**config.mk**
```make
export PLATFORM = sky130hd
export DESIGN_NAME = idu_alu_decode_flat
export DESIGN_NICKNAME = d
export VERILOG_FILES = /design/src/rtl/idu_alu_decode_if.sv /design/src/rtl/idu_alu_decode.sv /design/src/flat_wrapper.sv
export SDC_FILE = /design/constraint.sdc
export NUM_CORES = 1
export LEC_CHECK = 0
export CORE_ASPECT_RATIO = 1.25
export CORE_UTILIZATION = 40
export DETAILED_ROUTE_END_ITERATION = 6
export PLACE_DENSITY = 0.74
export SETUP_SLACK_MARGIN = 0.5
export SYNTH_ARGS = -nofsm -noshare
export SYNTH_HDL_FRONTEND = slang
export SYNTH_SLANG_ARGS = --single-unit
```
**constraint.sdc**
```tcl
create_clock -name clk -period 2.9 [get_ports clk]
set_input_delay 0.29 -clock clk [delete_from_list [all_inputs] [get_ports clk]]
set_output_delay 0.29 -clock clk [all_outputs]
set_load 0.02 [all_outputs]
```
**src/rtl/idu_alu_decode_if.sv**
```systemverilog
// Fetch-to-decode and decode-to-execute handshake bundle for idu_alu_decode.
// The slave modport is the decoder's view; the master modport drives it.
interface idu_alu_decode_if #(
    parameter int XLEN  = 32,
    parameter int CTL_W = 4
);
    logic             in_valid;
    logic             in_ready;
    logic [31:0]      in_inst;
    logic [XLEN-1:0]  in_pc;
    logic             flush;
    logic             out_valid;
    logic             out_ready;
    logic [XLEN-1:0]  out_pc;
    logic [CTL_W-1:0] alu_ctl;
    logic [1:0]       src_a_sel;
    logic [1:0]       src_b_sel;
    logic [XLEN-1:0]  imm;
    logic [4:0]       rs1;
    logic [4:0]       rs2;
    logic [4:0]       rd;
    logic             wen;
    logic             is_branch;
    logic             illegal;

    modport slave (
        input  in_valid, in_inst, in_pc, flush, out_ready,
        output in_ready, out_valid, out_pc, alu_ctl, src_a_sel, src_b_sel,
               imm, rs1, rs2, rd, wen, is_branch, illegal
    );

    modport master (
        output in_valid, in_inst, in_pc, flush, out_ready,
        input  in_ready, out_valid, out_pc, alu_ctl, src_a_sel, src_b_sel,
               imm, rs1, rs2, rd, wen, is_branch, illegal
    );
endinterface

```
**src/rtl/idu_alu_decode.sv**
```systemverilog
// RV32I decode stage: ALU control, operand selects and immediate behind a one-entry
// valid/ready register. Optional perf counters are enabled with `define IDU_PERF_CNT_EN.
module idu_alu_decode #(
    parameter int XLEN  = 32,
    parameter int CTL_W = 4
) (
    input  logic              clk,
    input  logic              rst_n,
    idu_alu_decode_if.slave   bus
`ifdef IDU_PERF_CNT_EN
    ,
    output logic [31:0]       perf_decoded,
    output logic [31:0]       perf_illegal
`endif
);

    localparam logic [6:0] OPC_OP     = 7'b0110011;
    localparam logic [6:0] OPC_OP_IMM = 7'b0010011;
    localparam logic [6:0] OPC_LUI    = 7'b0110111;
    localparam logic [6:0] OPC_AUIPC  = 7'b0010111;
    localparam logic [6:0] OPC_JAL    = 7'b1101111;
    localparam logic [6:0] OPC_JALR   = 7'b1100111;
    localparam logic [6:0] OPC_BRANCH = 7'b1100011;
    localparam logic [6:0] OPC_LOAD   = 7'b0000011;
    localparam logic [6:0] OPC_STORE  = 7'b0100011;

    localparam logic [CTL_W-1:0] ALU_ADD  = 4'b0000;
    localparam logic [CTL_W-1:0] ALU_SUB  = 4'b1000;
    localparam logic [CTL_W-1:0] ALU_SLT  = 4'b0010;
    localparam logic [CTL_W-1:0] ALU_SLTU = 4'b0011;

    localparam logic [1:0] SRC_A_PC   = 2'b01;
    localparam logic [1:0] SRC_A_ZERO = 2'b10;
    localparam logic [1:0] SRC_B_IMM  = 2'b01;
    localparam logic [1:0] SRC_B_FOUR = 2'b10;

    typedef struct packed {
        logic [XLEN-1:0]  pc;
        logic [CTL_W-1:0] alu_ctl;
        logic [1:0]       src_a_sel;
        logic [1:0]       src_b_sel;
        logic [XLEN-1:0]  imm;
        logic [4:0]       rs1;
        logic [4:0]       rs2;
        logic [4:0]       rd;
        logic             wen;
        logic             is_branch;
        logic             illegal;
    } bundle_t;

    logic [31:0] inst;
    logic [6:0]  opcode;
    logic [2:0]  funct3;
    logic [6:0]  funct7;

    assign inst   = bus.in_inst;
    assign opcode = inst[6:0];
    assign funct3 = inst[14:12];
    assign funct7 = inst[31:25];

    logic [XLEN-1:0] imm_i, imm_s, imm_b, imm_u, imm_j, imm_sh;

    assign imm_i  = {{(XLEN-12){inst[31]}}, inst[31:20]};
    assign imm_s  = {{(XLEN-12){inst[31]}}, inst[31:25], inst[11:7]};
    assign imm_b  = {{(XLEN-12){inst[31]}}, inst[7], inst[30:25], inst[11:8], 1'b0};
    assign imm_u  = XLEN'(signed'({inst[31:12], 12'b0}));
    assign imm_j  = {{(XLEN-20){inst[31]}}, inst[19:12], inst[20], inst[30:21], 1'b0};
    assign imm_sh = XLEN'(inst[24:20]);

    bundle_t dec;
    logic    legal;
    logic    writes_rd;

    always_comb begin
        // NOTE: every always_comb output gets a default first so no path can infer a latch.
        dec        = '0;
        dec.pc     = bus.in_pc;
        dec.rs1    = inst[19:15];
        dec.rs2    = inst[24:20];
        dec.rd     = inst[11:7];
        legal      = 1'b1;
        writes_rd  = 1'b0;

        case (opcode)
            OPC_OP: begin
                legal       = (funct7 == 7'h00) ||
                              ((funct7 == 7'h20) && ((funct3 == 3'b000) || (funct3 == 3'b101)));
                dec.alu_ctl = {funct7[5], funct3};
                writes_rd   = 1'b1;
            end
            OPC_OP_IMM: begin
                dec.alu_ctl   = {(funct3 == 3'b101) & funct7[5], funct3};
                dec.src_b_sel = SRC_B_IMM;
                writes_rd     = 1'b1;
                if (funct3 == 3'b001) begin
                    legal   = (funct7 == 7'h00);
                    dec.imm = imm_sh;
                end else if (funct3 == 3'b101) begin
                    legal   = (funct7 == 7'h00) || (funct7 == 7'h20);
                    dec.imm = imm_sh;
                end else begin
                    dec.imm = imm_i;
                end
            end
            OPC_LUI: begin
                dec.src_a_sel = SRC_A_ZERO;
                dec.src_b_sel = SRC_B_IMM;
                dec.imm       = imm_u;
                writes_rd     = 1'b1;
            end
            OPC_AUIPC: begin
                dec.src_a_sel = SRC_A_PC;
                dec.src_b_sel = SRC_B_IMM;
                dec.imm       = imm_u;
                writes_rd     = 1'b1;
            end
            OPC_JAL: begin
                dec.src_a_sel = SRC_A_PC;
                dec.src_b_sel = SRC_B_FOUR;
                dec.imm       = imm_j;
                writes_rd     = 1'b1;
            end
            OPC_JALR: begin
                legal         = (funct3 == 3'b000);
                dec.src_a_sel = SRC_A_PC;
                dec.src_b_sel = SRC_B_FOUR;
                dec.imm       = imm_i;
                writes_rd     = 1'b1;
            end
            OPC_BRANCH: begin
                dec.is_branch = 1'b1;
                dec.imm       = imm_b;
                case (funct3[2:1])
                    2'b00:   dec.alu_ctl = ALU_SUB;
                    2'b10:   dec.alu_ctl = ALU_SLT;
                    2'b11:   dec.alu_ctl = ALU_SLTU;
                    default: legal       = 1'b0;
                endcase
            end
            OPC_LOAD: begin
                dec.src_b_sel = SRC_B_IMM;
                dec.imm       = imm_i;
                writes_rd     = 1'b1;
            end
            OPC_STORE: begin
                dec.src_b_sel = SRC_B_IMM;
                dec.imm       = imm_s;
            end
            default: legal = 1'b0;
        endcase

        dec.wen = writes_rd && (dec.rd != 5'd0);

        // An illegal bundle still carries its PC and raw register fields for the trap path.
        if (!legal) begin
            dec.alu_ctl   = ALU_ADD;
            dec.src_a_sel = '0;
            dec.src_b_sel = '0;
            dec.imm       = '0;
            dec.wen       = 1'b0;
            dec.is_branch = 1'b0;
        end
        dec.illegal = !legal;
    end

    bundle_t out_q;
    logic    valid_q;
    logic    in_fire;

    assign bus.in_ready = !valid_q || bus.out_ready;
    assign in_fire      = bus.in_valid && bus.in_ready;

    always_ff @(posedge clk or negedge rst_n) begin
        // NOTE: state registers use non-blocking assignments so every flop samples pre-edge values.
        if (!rst_n) begin
            valid_q <= 1'b0;
            out_q   <= '0;
        end else if (bus.flush) begin
            valid_q <= 1'b0;
        end else if (in_fire) begin
            valid_q <= 1'b1;
            out_q   <= dec;
        end else if (bus.out_ready) begin
            valid_q <= 1'b0;
        end
    end

    assign bus.out_valid = valid_q;
    assign bus.out_pc    = out_q.pc;
    assign bus.alu_ctl   = out_q.alu_ctl;
    assign bus.src_a_sel = out_q.src_a_sel;
    assign bus.src_b_sel = out_q.src_b_sel;
    assign bus.imm       = out_q.imm;
    assign bus.rs1       = out_q.rs1;
    assign bus.rs2       = out_q.rs2;
    assign bus.rd        = out_q.rd;
    assign bus.wen       = out_q.wen;
    assign bus.is_branch = out_q.is_branch;
    assign bus.illegal   = out_q.illegal;

`ifdef IDU_PERF_CNT_EN
    logic count_en;

    assign count_en = in_fire && !bus.flush;

    always_ff @(posedge clk or negedge rst_n) begin
        if (!rst_n) begin
            perf_decoded <= '0;
            perf_illegal <= '0;
        end else if (count_en) begin
            perf_decoded <= perf_decoded + 32'd1;
            if (dec.illegal) begin
                perf_illegal <= perf_illegal + 32'd1;
            end
        end
    end
`endif

endmodule

```
**src/flat_wrapper.sv**
```systemverilog
// flat-port wrapper written by rule: the top's interface ports become plain ports
module idu_alu_decode_flat 
#(
    parameter int XLEN  = 32,
    parameter int CTL_W = 4
)
  (clk, rst_n, bus_in_valid, bus_in_inst, bus_in_pc, bus_flush, bus_out_ready, bus_in_ready, bus_out_valid, bus_out_pc, bus_alu_ctl, bus_src_a_sel, bus_src_b_sel, bus_imm, bus_rs1, bus_rs2, bus_rd, bus_wen, bus_is_branch, bus_illegal);
  idu_alu_decode_if #(.XLEN(XLEN), .CTL_W(CTL_W)) bus_i ();
  input  logic clk;
  input  logic rst_n;
  input wire logic [$bits(bus_i.in_valid)-1:0] bus_in_valid;
  input wire logic [$bits(bus_i.in_inst)-1:0] bus_in_inst;
  input wire logic [$bits(bus_i.in_pc)-1:0] bus_in_pc;
  input wire logic [$bits(bus_i.flush)-1:0] bus_flush;
  input wire logic [$bits(bus_i.out_ready)-1:0] bus_out_ready;
  output wire logic [$bits(bus_i.in_ready)-1:0] bus_in_ready;
  output wire logic [$bits(bus_i.out_valid)-1:0] bus_out_valid;
  output wire logic [$bits(bus_i.out_pc)-1:0] bus_out_pc;
  output wire logic [$bits(bus_i.alu_ctl)-1:0] bus_alu_ctl;
  output wire logic [$bits(bus_i.src_a_sel)-1:0] bus_src_a_sel;
  output wire logic [$bits(bus_i.src_b_sel)-1:0] bus_src_b_sel;
  output wire logic [$bits(bus_i.imm)-1:0] bus_imm;
  output wire logic [$bits(bus_i.rs1)-1:0] bus_rs1;
  output wire logic [$bits(bus_i.rs2)-1:0] bus_rs2;
  output wire logic [$bits(bus_i.rd)-1:0] bus_rd;
  output wire logic [$bits(bus_i.wen)-1:0] bus_wen;
  output wire logic [$bits(bus_i.is_branch)-1:0] bus_is_branch;
  output wire logic [$bits(bus_i.illegal)-1:0] bus_illegal;
  assign bus_i.in_valid = bus_in_valid;
  assign bus_i.in_inst = bus_in_inst;
  assign bus_i.in_pc = bus_in_pc;
  assign bus_i.flush = bus_flush;
  assign bus_i.out_ready = bus_out_ready;
  assign bus_in_ready = bus_i.in_ready;
  assign bus_out_valid = bus_i.out_valid;
  assign bus_out_pc = bus_i.out_pc;
  assign bus_alu_ctl = bus_i.alu_ctl;
  assign bus_src_a_sel = bus_i.src_a_sel;
  assign bus_src_b_sel = bus_i.src_b_sel;
  assign bus_imm = bus_i.imm;
  assign bus_rs1 = bus_i.rs1;
  assign bus_rs2 = bus_i.rs2;
  assign bus_rd = bus_i.rd;
  assign bus_wen = bus_i.wen;
  assign bus_is_branch = bus_i.is_branch;
  assign bus_illegal = bus_i.illegal;
  idu_alu_decode #(.XLEN(XLEN), .CTL_W(CTL_W)) u_core (.clk(clk), .rst_n(rst_n), .bus(bus_i));
endmodule
```
## Word level (Yosys, flattened, before mapping)

Cells that the tools add are included.

| word-level totals | value |
|---|---|
| memories | 0 |
| bits in latches | 0 |
| output and inout port bits | 92 |
| register bits | 91 |
| ROM bits | 0 |
| memory bits (writable) | 0 |
| input port bits | 69 |

| operators by class | value |
|---|---|
| eq/ne operators | 14 |
| shifts and indexed selects | 0 |
| div/mod/pow operators | 0 |
| bitwise operators | 2 |
| reduce and logical (&&, ||, !) cells | 23 |
| muxes and demuxes | 18 |
| $lt $le $gt $ge | 0 |
| multipliers | 0 |
| add/sub/neg operators | 0 |

Operators by type and width:

| operator | number |
|---|---|
| $pmux W32 S6 | 1 |
| $mux W32 | 2 |
| $mux W40 | 1 |
| $eq A7 B6 Y1 const B | 4 |
| $pmux W4 S3 | 2 |
| $eq A7 B7 Y1 const B | 3 |
| $eq A7 B5 Y1 const B | 2 |
| $reduce_or A5 Y1 | 2 |
| $mux W1 | 8 |
| $pmux W2 S2 | 2 |
| $eq A7 B2 Y1 const B | 1 |
| $logic_not A7 Y1 | 1 |
| $reduce_or A7 Y1 | 1 |
| $reduce_or A2 Y1 | 3 |
| $reduce_or A3 Y1 | 2 |
| $pmux W1 S5 | 1 |
| $reduce_bool A5 Y1 | 1 |
| $eq A2 B2 Y1 const B | 2 |
| $logic_or A1 B1 Y1 | 4 |
| $eq A3 B1 Y1 const B | 1 |
| $eq A3 B3 Y1 const B | 1 |
| $logic_and A1 B1 Y1 | 3 |
| $logic_not A3 Y1 | 1 |
| $reduce_bool A3 Y1 | 1 |
| other kinds (6) | 7 |

## Depth between registers and ports, before layout

| depth | value |
|---|---|
| depth after elaboration | 6 |
| depth in mapped cells | 7 |

## Worst setup path after synthesis

OpenSTA, ideal clock, no wires.

| path | value |
|---|---|
| path type | register -> register |
| from | register u_core.valid_q (netlist: u_core.bus.out_valid) |
| to | register u_core.out_q (netlist bit u_core.bus.imm[31]) |
| clock period less this slack | 1.886 ns |
| buffers on the path | 2 |
| setup time | 0.095 ns |
| setup slack | 1.014 ns |
| data arrival time | 1.790 ns |
| cell stages (with the launch flop) | 8 |
| data required time | 2.805 ns |
| cells stage by stage | dfrtp_1 -> nor2b_1 -> inv_1 -> nand3b_1 -> clkbuf_1 -> clkbuf_1 -> nand2_1 -> o31ai_1 |

| between the ends | value |
|---|---|
| word-level cells in the longest chain between the ends | 4 |

RTL lines:

| what | line | source |
|---|---|---|
| start, declared | idu_alu_decode.sv:167 | `logic valid_q;` |
| start signal, assigned | idu_alu_decode.sv:176 | `valid_q <= 1'b0;` |
| start signal, assigned | idu_alu_decode.sv:179 | `valid_q <= 1'b0;` |
| start signal, assigned | idu_alu_decode.sv:181 | `valid_q <= 1'b1;` |
| $logic_not A1 Y1 | idu_alu_decode.sv:170 | `assign bus.in_ready = !valid_q \|\| bus.out_ready;` |
| $logic_or A1 B1 Y1 | idu_alu_decode.sv:170 |  |
| named net bus_in_ready | flat_wrapper.sv:16 | `output wire logic [$bits(bus_i.in_ready)-1:0] bus_in_ready;` |
| $logic_and A1 B1 Y1 | idu_alu_decode.sv:171 | `assign in_fire = bus.in_valid && bus.in_ready;` |
| $reduce_and A2 Y1 (no source line) | n/a |  |
| end signal, assigned | idu_alu_decode.sv:177 | `out_q <= '0;` |
| end signal, assigned | idu_alu_decode.sv:182 | `out_q <= dec;` |
| end, declared | idu_alu_decode.sv:166 | `bundle_t out_q;` |

The timed path passes the listed nets, and every way through them passes these cells.
A chain may end at the register's enable or synchronous reset.

## Worst setup path after layout

| path | value |
|---|---|
| from | input port bus_in_inst[5] |
| to | register u_core.out_q (netlist bit u_core.bus.imm[23]) |

| between the ends | value |
|---|---|
| word-level cells in the longest chain between the ends | 4 |

RTL lines:

| what | line | source |
|---|---|---|
| start, declared | flat_wrapper.sv:12 | `input wire logic [$bits(bus_i.in_inst)-1:0] bus_in_inst;` |
| $eq A7 B6 Y1, or another cell as far along | idu_alu_decode.sv:84 | `case (opcode)` |
| $reduce_or A5 Y1 (no source line) or $reduce_or A2 Y1 (tied branches) | n/a |  |
| $pmux W1 S5 or $pmux W32 S6 (tied branches) | idu_alu_decode.sv:84 |  |
| $mux W40 (*) | idu_alu_decode.sv:155 | `if (!legal) begin` |

Every way passes the cells marked *; elsewhere a longest branch is shown, timed or not.

==> flow_metrics.env <==
export IMPL_outcome="complete, no violations"
export IMPL_drive_gt1_share_pct=10.76
export IMPL_critPathSlowestCell="clkdlybuf4s50_1"
export IMPL_fin_tns_setup_ns=0
export IMPL_grt_overflow_total=0
export IMPL_ys_ff_latch=91
export IMPL_slew_viol_final=0
export IMPL_dp_cells=717
export IMPL_cts_max_level=3
export IMPL_die_h_um=115.4
export IMPL_path_max_fanout=13
export IMPL_synthTopCellsByArea="dfrtp_1 (55%), nand2_1 (16%), o21ai_2 (4.3%)"
export IMPL_seq_area_frac_synth_pct=55.37
export IMPL_die_x_um=92.70
export IMPL_period_needed_ns=2.291
export IMPL_worstSetupPathType="in -> reg"
export IMPL_holdCritPathClass="in -> async"
export IMPL_diodes=0
export IMPL_core_area_sq_mm=0.01005
export IMPL_holdWs_ns=0.01861
export IMPL_clock_root_buffer="clkbuf_16"
export IMPL_via_per_inst=5.220
export IMPL_antenna_left=0
export IMPL_crit_arrival_ns=2.55
export IMPL_critPathRequiredTime_ns=3.16
export IMPL_avgSynthCellArea_sq_um=9.368
export IMPL_power_density_mw_per_mm2=526.6
export IMPL_leakagePower_nw=2.750
export IMPL_dp_slack_ns=0.1546
export IMPL_layout_cells_non_filler=733
export IMPL_yosys_area_share_adder_pct=0
export IMPL_netlist_area_sq_mm=0.004113
export IMPL_grt_antenna_before_repair=0
export IMPL_slowest_delay_ns=0.56
export IMPL_start_kind="primary input"
export IMPL_crit_path_end_kind="register"
export IMPL_initial_utilization_pct=40.90
export IMPL_r2r_end="u_core.bus.illegal"
export IMPL_drc=0
export IMPL_hold_viol=0
export IMPL_synth_top_area_cell="dfrtp_1"
export IMPL_grt_met3_usage_pct=3.439
export IMPL_routedWlPerCell_um=16.62
export IMPL_synth_top_cell_area_share_pct=55.37
export IMPL_postCtsSetupBuffers=0
export IMPL_drv_cap=0
export IMPL_drt_first_iter_violations=271
export IMPL_cts_sinks=91
export IMPL_gr_usage_met2_pct=37.78
export IMPL_rsz0062_at_grt="yes"
export IMPL_synth_cell_types=43
export IMPL_synth_compound_area_share_pct=17.98
export IMPL_row_count=41
export IMPL_yosys_warnings=0
export IMPL_reg2reg_from="u_core.bus.out_valid"
export IMPL_timing_slew_headroom_pct=48.17
export IMPL_tightestPinTransition_ns=0.7774
export IMPL_setup_viol=0
export IMPL_grt_max_degree=61
export IMPL_num_vias=3826
export IMPL_synth_top_family_by_area="simple AND/OR/NAND/NOR gates"
export IMPL_numPortBuffers=160
export IMPL_cts_made_buffers=9
export IMPL_synth_xor_xnor_area_share_pct=0.2130
export IMPL_dp_hpwl_um=8737
export IMPL_cts_resized=0
export IMPL_routabilityCongestion=0.8969
export IMPL_dieArea_sq_mm=0.01069
export IMPL_path_clk_slew_ns=0.06
export IMPL_wl_um=12180
export IMPL_met1_usage_pct=27.54
export IMPL_synth_cells=439
export IMPL_clockBufferDepth=2
export IMPL_fin_crit_sh_pct=78.99
export IMPL_final_util_pct=61.47
export IMPL_fin_ws_ns=0.6094
export IMPL_grt_pass1_vias=3751
export IMPL_ff2ff_setup_slack_ns=1.12
export IMPL_clkLatencyLatePin_ns=0.34
export IMPL_fmax_mhz=436.6
export IMPL_crit_path_cell_trace="clkdlybuf4s50_1 -> buf_4 -> nor2b_1 -> o21ai_0 -> a21oi_1 -> o211ai_4 -> o21ai_2"
export IMPL_synthSimpleGateAreaFrac_pct=22.97
export IMPL_grt_busiest_layer="met2"
export IMPL_io_pins=161
export IMPL_peakVddDrop_uv=285.3
export IMPL_skew_ns=0.005199
export IMPL_cts_tree="built"
export IMPL_reg2reg_depth=5
export IMPL_grt_pass1_wl_um=18620
export IMPL_syn_nets=508
export IMPL_layout_nets=669
export IMPL_synth_mux_area_share_pct=0
export IMPL_syn_to_final_growth_pct=50.29
export IMPL_first_pass_iters=4
export IMPL_grt_usage_pct=22.61
export IMPL_hold_buffers=0
[where the power goes]
part	leakage (nW)	total, W	switching, W	internal, W
clock network	0.137	0.00115	0.000479	0.000669
registers	1.19	0.00142	0.0000514	0.00137
logic	1.42	0.000687	0.000364	0.000323
[cells in the final DEF (no fill, tap or decap), types with 3 or more instances in the layout]
master,count
clkbuf_1,3
a32o_2,6
a22o_1,7
dfrtp_1,91
buf_4,15
a32o_1,5
a21oi_1,25
o21ai_2,20
nor2b_1,5
clkbuf_16,9
clkdlybuf4s50_1,159
nand2_1,178
nand3_1,3
nor2_1,16
a22oi_1,6
o21ai_0,5
inv_1,4
o31ai_1,4
o21ai_1,5
[kinds of logic after synthesis]
family | Yosys count
DFF | 91
xor gates and xnor gates | 1
buffers and inverters | 30
AOI/OAI and AO/OA | 95
and+or+nand+nor | 222
[Yosys cell counts, drive strengths merged]
master	count
o21a	1
o31ai	4
nand4	1
o21ai	30
nor3b	3
dfrtp	91
a31o	2
nand3b	1
a211oi	1
o41ai	1
nor2	16
nor3	2
nor2b	5
nand4bb	2
o211ai	2
or4	3
nor4b	2
and3b	1
inv	4
nand2b	2
a32o	11
buf	9
a22o	7
or2	1
a22oi	6
nand3	3
o32ai	3
and2	2
nand2	178
a21o	1
a32oi	1
xor2	1
clkbuf	17
a21oi	25
[metrics by stage]
stage | area (sq um) | power, W
after global routing | 6181 | 0.003394
final | 6181 | 0.003255
after detailed placement | 5871 | 0.002130
after floorplan | 4113 | 0.001727
after global placement | 5871 | 0.002118
after CTS | 6155 | 0.003284
[worst max-delay path by stage]
| stage | startpoint | endpoint | slack (ns) | cells past startpoint |
|---|---|---|---|---|
| global route | bus_in_inst[4] | u_core.bus.src_a_sel[0] | 0.48 | 6 |
| floorplan | u_core.bus.out_valid | u_core.bus.imm[31] | 1.01 | 7 |
| CTS | bus_in_inst[14] | u_core.bus.imm[4] | 0.53 | 6 |
| detailed placement | bus_in_inst[4] | u_core.bus.imm[3] | 0.15 | 6 |
| global placement | bus_in_inst[14] | u_core.bus.imm[4] | 0.22 | 6 |
| finish | bus_in_inst[5] | u_core.bus.imm[23] | 0.61 | 7 |
[state kept, by name (all words and copies together), names as in the netlist]
signal / cells
u_core.bus.out_valid: 1
u_core.bus.imm: 32
u_core.bus.alu_ctl: 4
u_core.bus.illegal: 1
u_core.bus.wen: 1
u_core.bus.rs1: 5
u_core.bus.out_pc: 32
u_core.bus.is_branch: 1
u_core.bus.rd: 5
u_core.bus.src_b_sel: 2
u_core.bus.src_a_sel: 2
u_core.bus.rs2: 5
[critical path, delay by kind of cell]
family	cells	cell delay (ns)
simple gates	1	0.23
compound gates	4	1.23
buf+inv	2	0.78
[per-layer routing]
metal	part of all wire, %	wire, um
met5	0	0
met4	4.0	486
met3	4.2	508
met2	51	6180
met1	41	5005
[final cells by class]
class / instances / area, sq um
clock buffers: 12 / 236.5
clock inverters: 3 / 47.55
fillers: 865 / 3874
multi-input cells: 319 / 1719
repair buffers: 175 / 1724
well taps: 129 / 161.4
flip-flops and latches: 91 / 2277
inverters: 4 / 15.01
No activity file was read; power rests on OpenSTA's default activity.
